[src/rtl/sel_decode_pkg.sv]
// Package: sel_decode_pkg
// Shared widths and types for the registered 3-to-8 row-select decoder.
package sel_decode_pkg;

    localparam int ADR_W = 3;
    localparam int SEL_N = 8;

    typedef logic [ADR_W-1:0] adr_t;
    typedef logic [SEL_N-1:0] sel_t;

    // Value driven on every row-select line when no row is selected.
    localparam sel_t SEL_NONE = '0;

endpackage : sel_decode_pkg

[src/rtl/sel_decode_core.sv]
// Module: sel_decode_core
// Purely combinational 3-to-8 one-hot decode of a qualified word address.
// With valid=0 no row is selected.
module sel_decode_core
    import sel_decode_pkg::*;
(
    input  logic [ADR_W-1:0] adr,
    input  logic             valid,
    output logic [SEL_N-1:0] sel
);

    // Decode the address into a single active-high row select.
    always_comb begin
        // NOTE: default assignment first so every path drives sel; otherwise a latch is inferred.
        sel = SEL_NONE;
        if (valid) begin
            sel[adr] = 1'b1;
        end
    end

endmodule : sel_decode_core

[src/rtl/sel_decode.sv]
// Module: sel_decode
// Registered 3-to-8 one-hot row-select decoder for the 8x8 bit memory array.
// One clock of latency from a qualified address to its row select; reset is
// asynchronous and active-high and clears every select line.
// Build option: define SEL_DECODE_HOLD_EN to keep the last decoded row
// selected while valid=0 (reset still clears it). Undefined, valid=0 clears
// all selects on the next edge.
module sel_decode
    import sel_decode_pkg::*;
(
    input  logic i_clk,
    input  logic i_rst,
    input  logic i_adr0,
    input  logic i_adr1,
    input  logic i_adr2,
    input  logic valid,
    output logic o_adr0,
    output logic o_adr1,
    output logic o_adr2,
    output logic o_adr3,
    output logic o_adr4,
    output logic o_adr5,
    output logic o_adr6,
    output logic o_adr7
);

    adr_t adrPacked;
    sel_t selNext;
    sel_t selReg;

    // Gather the individual address pins into one unsigned word address.
    assign adrPacked = {i_adr2, i_adr1, i_adr0};

    sel_decode_core uDecode (
        .adr   (adrPacked),
        .valid (valid),
        .sel   (selNext)
    );

    // Select register: cleared asynchronously by reset, loaded every edge.
    always_ff @(posedge i_clk or posedge i_rst) begin
        if (i_rst) begin
            // NOTE: sequential state uses non-blocking assignment so all flops update together at the edge.
            selReg <= SEL_NONE;
`ifdef SEL_DECODE_HOLD_EN
        end else if (valid) begin
            // Idle cycles leave the last decoded row selected.
            selReg <= selNext;
        end
`else
        end else begin
            // The decoder already yields all-zero when valid=0.
            selReg <= selNext;
        end
`endif
    end

    // Drive the word-line select outputs straight from the register.
    assign o_adr0 = selReg[0];
    assign o_adr1 = selReg[1];
    assign o_adr2 = selReg[2];
    assign o_adr3 = selReg[3];
    assign o_adr4 = selReg[4];
    assign o_adr5 = selReg[5];
    assign o_adr6 = selReg[6];
    assign o_adr7 = selReg[7];

endmodule : sel_decode

[config.mk]
export PLATFORM = sky130hd
export DESIGN_NAME = sel_decode
export DESIGN_NICKNAME = d
export VERILOG_FILES = /design/src/rtl/sel_decode_pkg.sv /design/src/rtl/sel_decode_core.sv /design/src/rtl/sel_decode.sv
export SDC_FILE = /design/constraint.sdc
export NUM_CORES = 1
export LEC_CHECK = 0
export ABC_AREA = 1
export CAP_MARGIN = 20
export CORE_AREA = 2 2 39 41
export CTS_CLUSTER_DIAMETER = 50
export DETAILED_ROUTE_END_ITERATION = 12
export DIE_AREA = 0 0 41 43
export GPL_TIMING_DRIVEN = 0
export PLACE_DENSITY = 0.44
export SYNTH_ARGS = -nofsm -noshare
export SYNTH_HDL_FRONTEND = slang
export SYNTH_SLANG_ARGS = --single-unit
[constraint.sdc]
create_clock -name i_clk -period 1.6 [get_ports i_clk]
set_clock_uncertainty 0.2 [all_clocks]
set_input_delay 0.16 -clock i_clk [delete_from_list [all_inputs] [get_ports i_clk]]
set_output_delay 0.16 -clock i_clk [all_outputs]
set_load 0.1 [all_outputs]
==> qor.yml <==
floorplan:
  dieHeight_um: 43
  ioPinCount: 14
  die_area_um2: 1760
  fp.coreArea_um2: 1380
  row_count: 14
  die_x_um: 41
  initial_core_util_pct: 19.3
power:
  power.leakage_nw: 0.224
  swShare_pct: 26.9
  vdd_drop_max_mv: 0.269
  finalPower_uw: 432
  clkPwrFrac_pct: 33.4
  internal_power_uw: 316
  p_sw_uw: 116
  seqPwrFrac_pct: 48.4
  power.density_nw_per_um2: 938
  pwr-share-comb_pct: 18.2
placement:
  dp_cells: 55
  portBuffers: 13
  place_congestion: 0.748
  dp_slack_ns: -0.193
synthesis:
  synthMuxAreaShare_pct: 0
  synthSimpleGateAreaFrac_pct: 19.6
  syn_area_um2: 268
  synth_top_cell_by_area: "dfrtp_1"
  synth_compound_area_share_pct: 0
  synth_warnings: 0
  ys.flop_type: "dfrtp_1"
  synth.top_cells.by_area: "dfrtp_1, nor2_1, nand2_1"
  netlist_instances: 26
  seq_area_frac_synth_pct: 74.8
  yosys-top-cells-count: "dfrtp_1, nor2_1, nand2_1"
  async_flop_share_pct: 100
  synth_fp_nets: 32
  synth_top_area_share_pct: 74.8
  synth_cell_types: 4
  ys_ff_latch: 8
  synth-edff-count: 0
  synth.avg_cell_area_um2: 10.3
  synth-adder-area-share_pct: 0
  synthXorXnorAreaFrac_pct: 0
  synth_top_family_by_area: "simple AND/OR/NAND/NOR gates"
route:
  drt-initial-drc-count: 7
  antenna_left: 0
  first_pass_iters: 4
  vias: 212
  wire_per_inst_um: 7.80
  drc: 0
  wl_um: 460
  via_per_inst: 3.59
grt:
  grt_usage_pct: 7.21
  grt_pass1_vias: 211
  grt_max_degree: 9
  antenna_found_initial: 0
  grt_pass1_wl_um: 759
  grt.overflow.total: 0
final_layout:
  fin_nets: 51
  largest_reg_flops: 8
  seq_area_um2: 200
  fillerInstances: 140
  syn2layout_area_growth_pct: 72.0
  layout-drive-gt1-share_pct: 25.6
  multiInputGateArea_um2: 52.6
  top_regs: "selReg: 8 flops"
  largest_register: "selReg"
  final_cells: 59
  num_antenna_cells: 0
timing:
  hold_violations: 0
  period_minus_slack_ns: 1.47
  slew_headroom_pct: 63.8
  setup_viol: 0
  fin_hold_ws_ns: 0.322
  timing.final.crit_share_pct: 91.7
  fmax_mhz: 682
  worst_slack_ns: 0.133
  timing_max_transition_violations_final: 0
  final.setup.tns_ns: 0
  worst_pin_slew_ns: 0.546
  rsz0062_at_grt: "false"
run_status:
  outcome: "complete, no violations"
worst_setup_path:
  cp-end-kind: "output port"
  cp_top_family: "buffers and inverters"
  cpPeakStageDelay_ns: 0.55
  path_depth: 1
  worstSetupStartpointType: "flip-flop"
  cp-startpoint: "selReg[2]"
  cp_data_arrival_time_ns: 1.11
  path_buf_inv: 1
  critPathKind: "flip-flop to output port"
  cp_max_fo: 1
  crit_path_cell_trace: "clkdlybuf4s15_2"
  worstPathRequired_ns: 1.24
  cpMaxStageDelayCell: "clkdlybuf4s15_2"
  critical_path.endpoint: "o_adr2"
cts:
  cts.sinks: 8
  cts_max_level: 1
  cts_root_buf: "clkbuf_4"
  clockBufferDepth: 2
  cts_tree: "done"
  cts.clk_slew.worst_paths_ns: 0.05
  cts-buffers-inserted: 3
  postCtsSetupBuffers: 0
hold_path:
  min_path_type: "input pin to flip-flop"
run:
  max_cap_viol_count: 0
==> cells in the final DEF (no fill, tap or decap) <==
master / instances
dfrtp_1: 8
inv_1: 4
clkdlybuf4s50_1: 5
dlygate4sd3_1: 1
nor2_1: 8
clkdlybuf4s15_2: 8
nand2_1: 6
clkbuf_4: 3
==> metrics by stage <==
stage	utilization (%)	area, um^2
finish	33.3	460
global route	33.3	460
CTS	33.3	460
detailed placement	30.2	418
global placement	30.2	418
floorplan	-	268
==> power groups by stage <==
stage | combinational, mW | clock (mW) | sequential (mW)
floorplan | 0.0127 | 0 | 0.251
detailed placement | 0.0786 | 0 | 0.212
CTS | 0.0791 | 0.155 | 0.209
global route | 0.0838 | 0.164 | 0.209
global placement | 0.0781 | 0 | 0.212
finish | 0.0784 | 0.144 | 0.209
==> timing repair <==
action                                 in CTS  in global routing
endpoints found under the hold margin       8                  0
setup endpoints to repair                   8                  0
resized for setup                          24                  0
hold buffers                                1                  0
==> worst min path at each step <==
stage,slack [ns],depth (start not counted),from,to
CTS,0.31,3,i_adr1,selReg[7]
global route,0.34,3,i_adr1,selReg[7]
finish,0.32,3,i_adr1,selReg[7]
global placement,0.22,2,i_rst,selReg[7]
detailed placement,0.22,2,i_rst,selReg[7]
floorplan,-0.22,1,i_rst,selReg[0]
==> area by class of cell <==
cell class	instances	area share [%]
flip-flops and latches	8	43.5
repair buffers	14	32.6
multi-input cells	14	11.4
clock buffers	3	4.89
well taps	16	4.35
inverters	4	3.26
==> layer usage <==
metal / up-vias / track usage (%) / wire length (um)
li1: 109 / - / -
met1: 91 / 6.00 / 163
met2: 10 / 10.0 / 244
met3: 2 / 1.57 / 37
met4: 0 / 12.0 / 15
met5: - / 0 / 0
==> cell families after synthesis <==
family,after synthesis
simple gates,14
flops,8
buf+inv,4
Power figures use the tool's default switching activity.
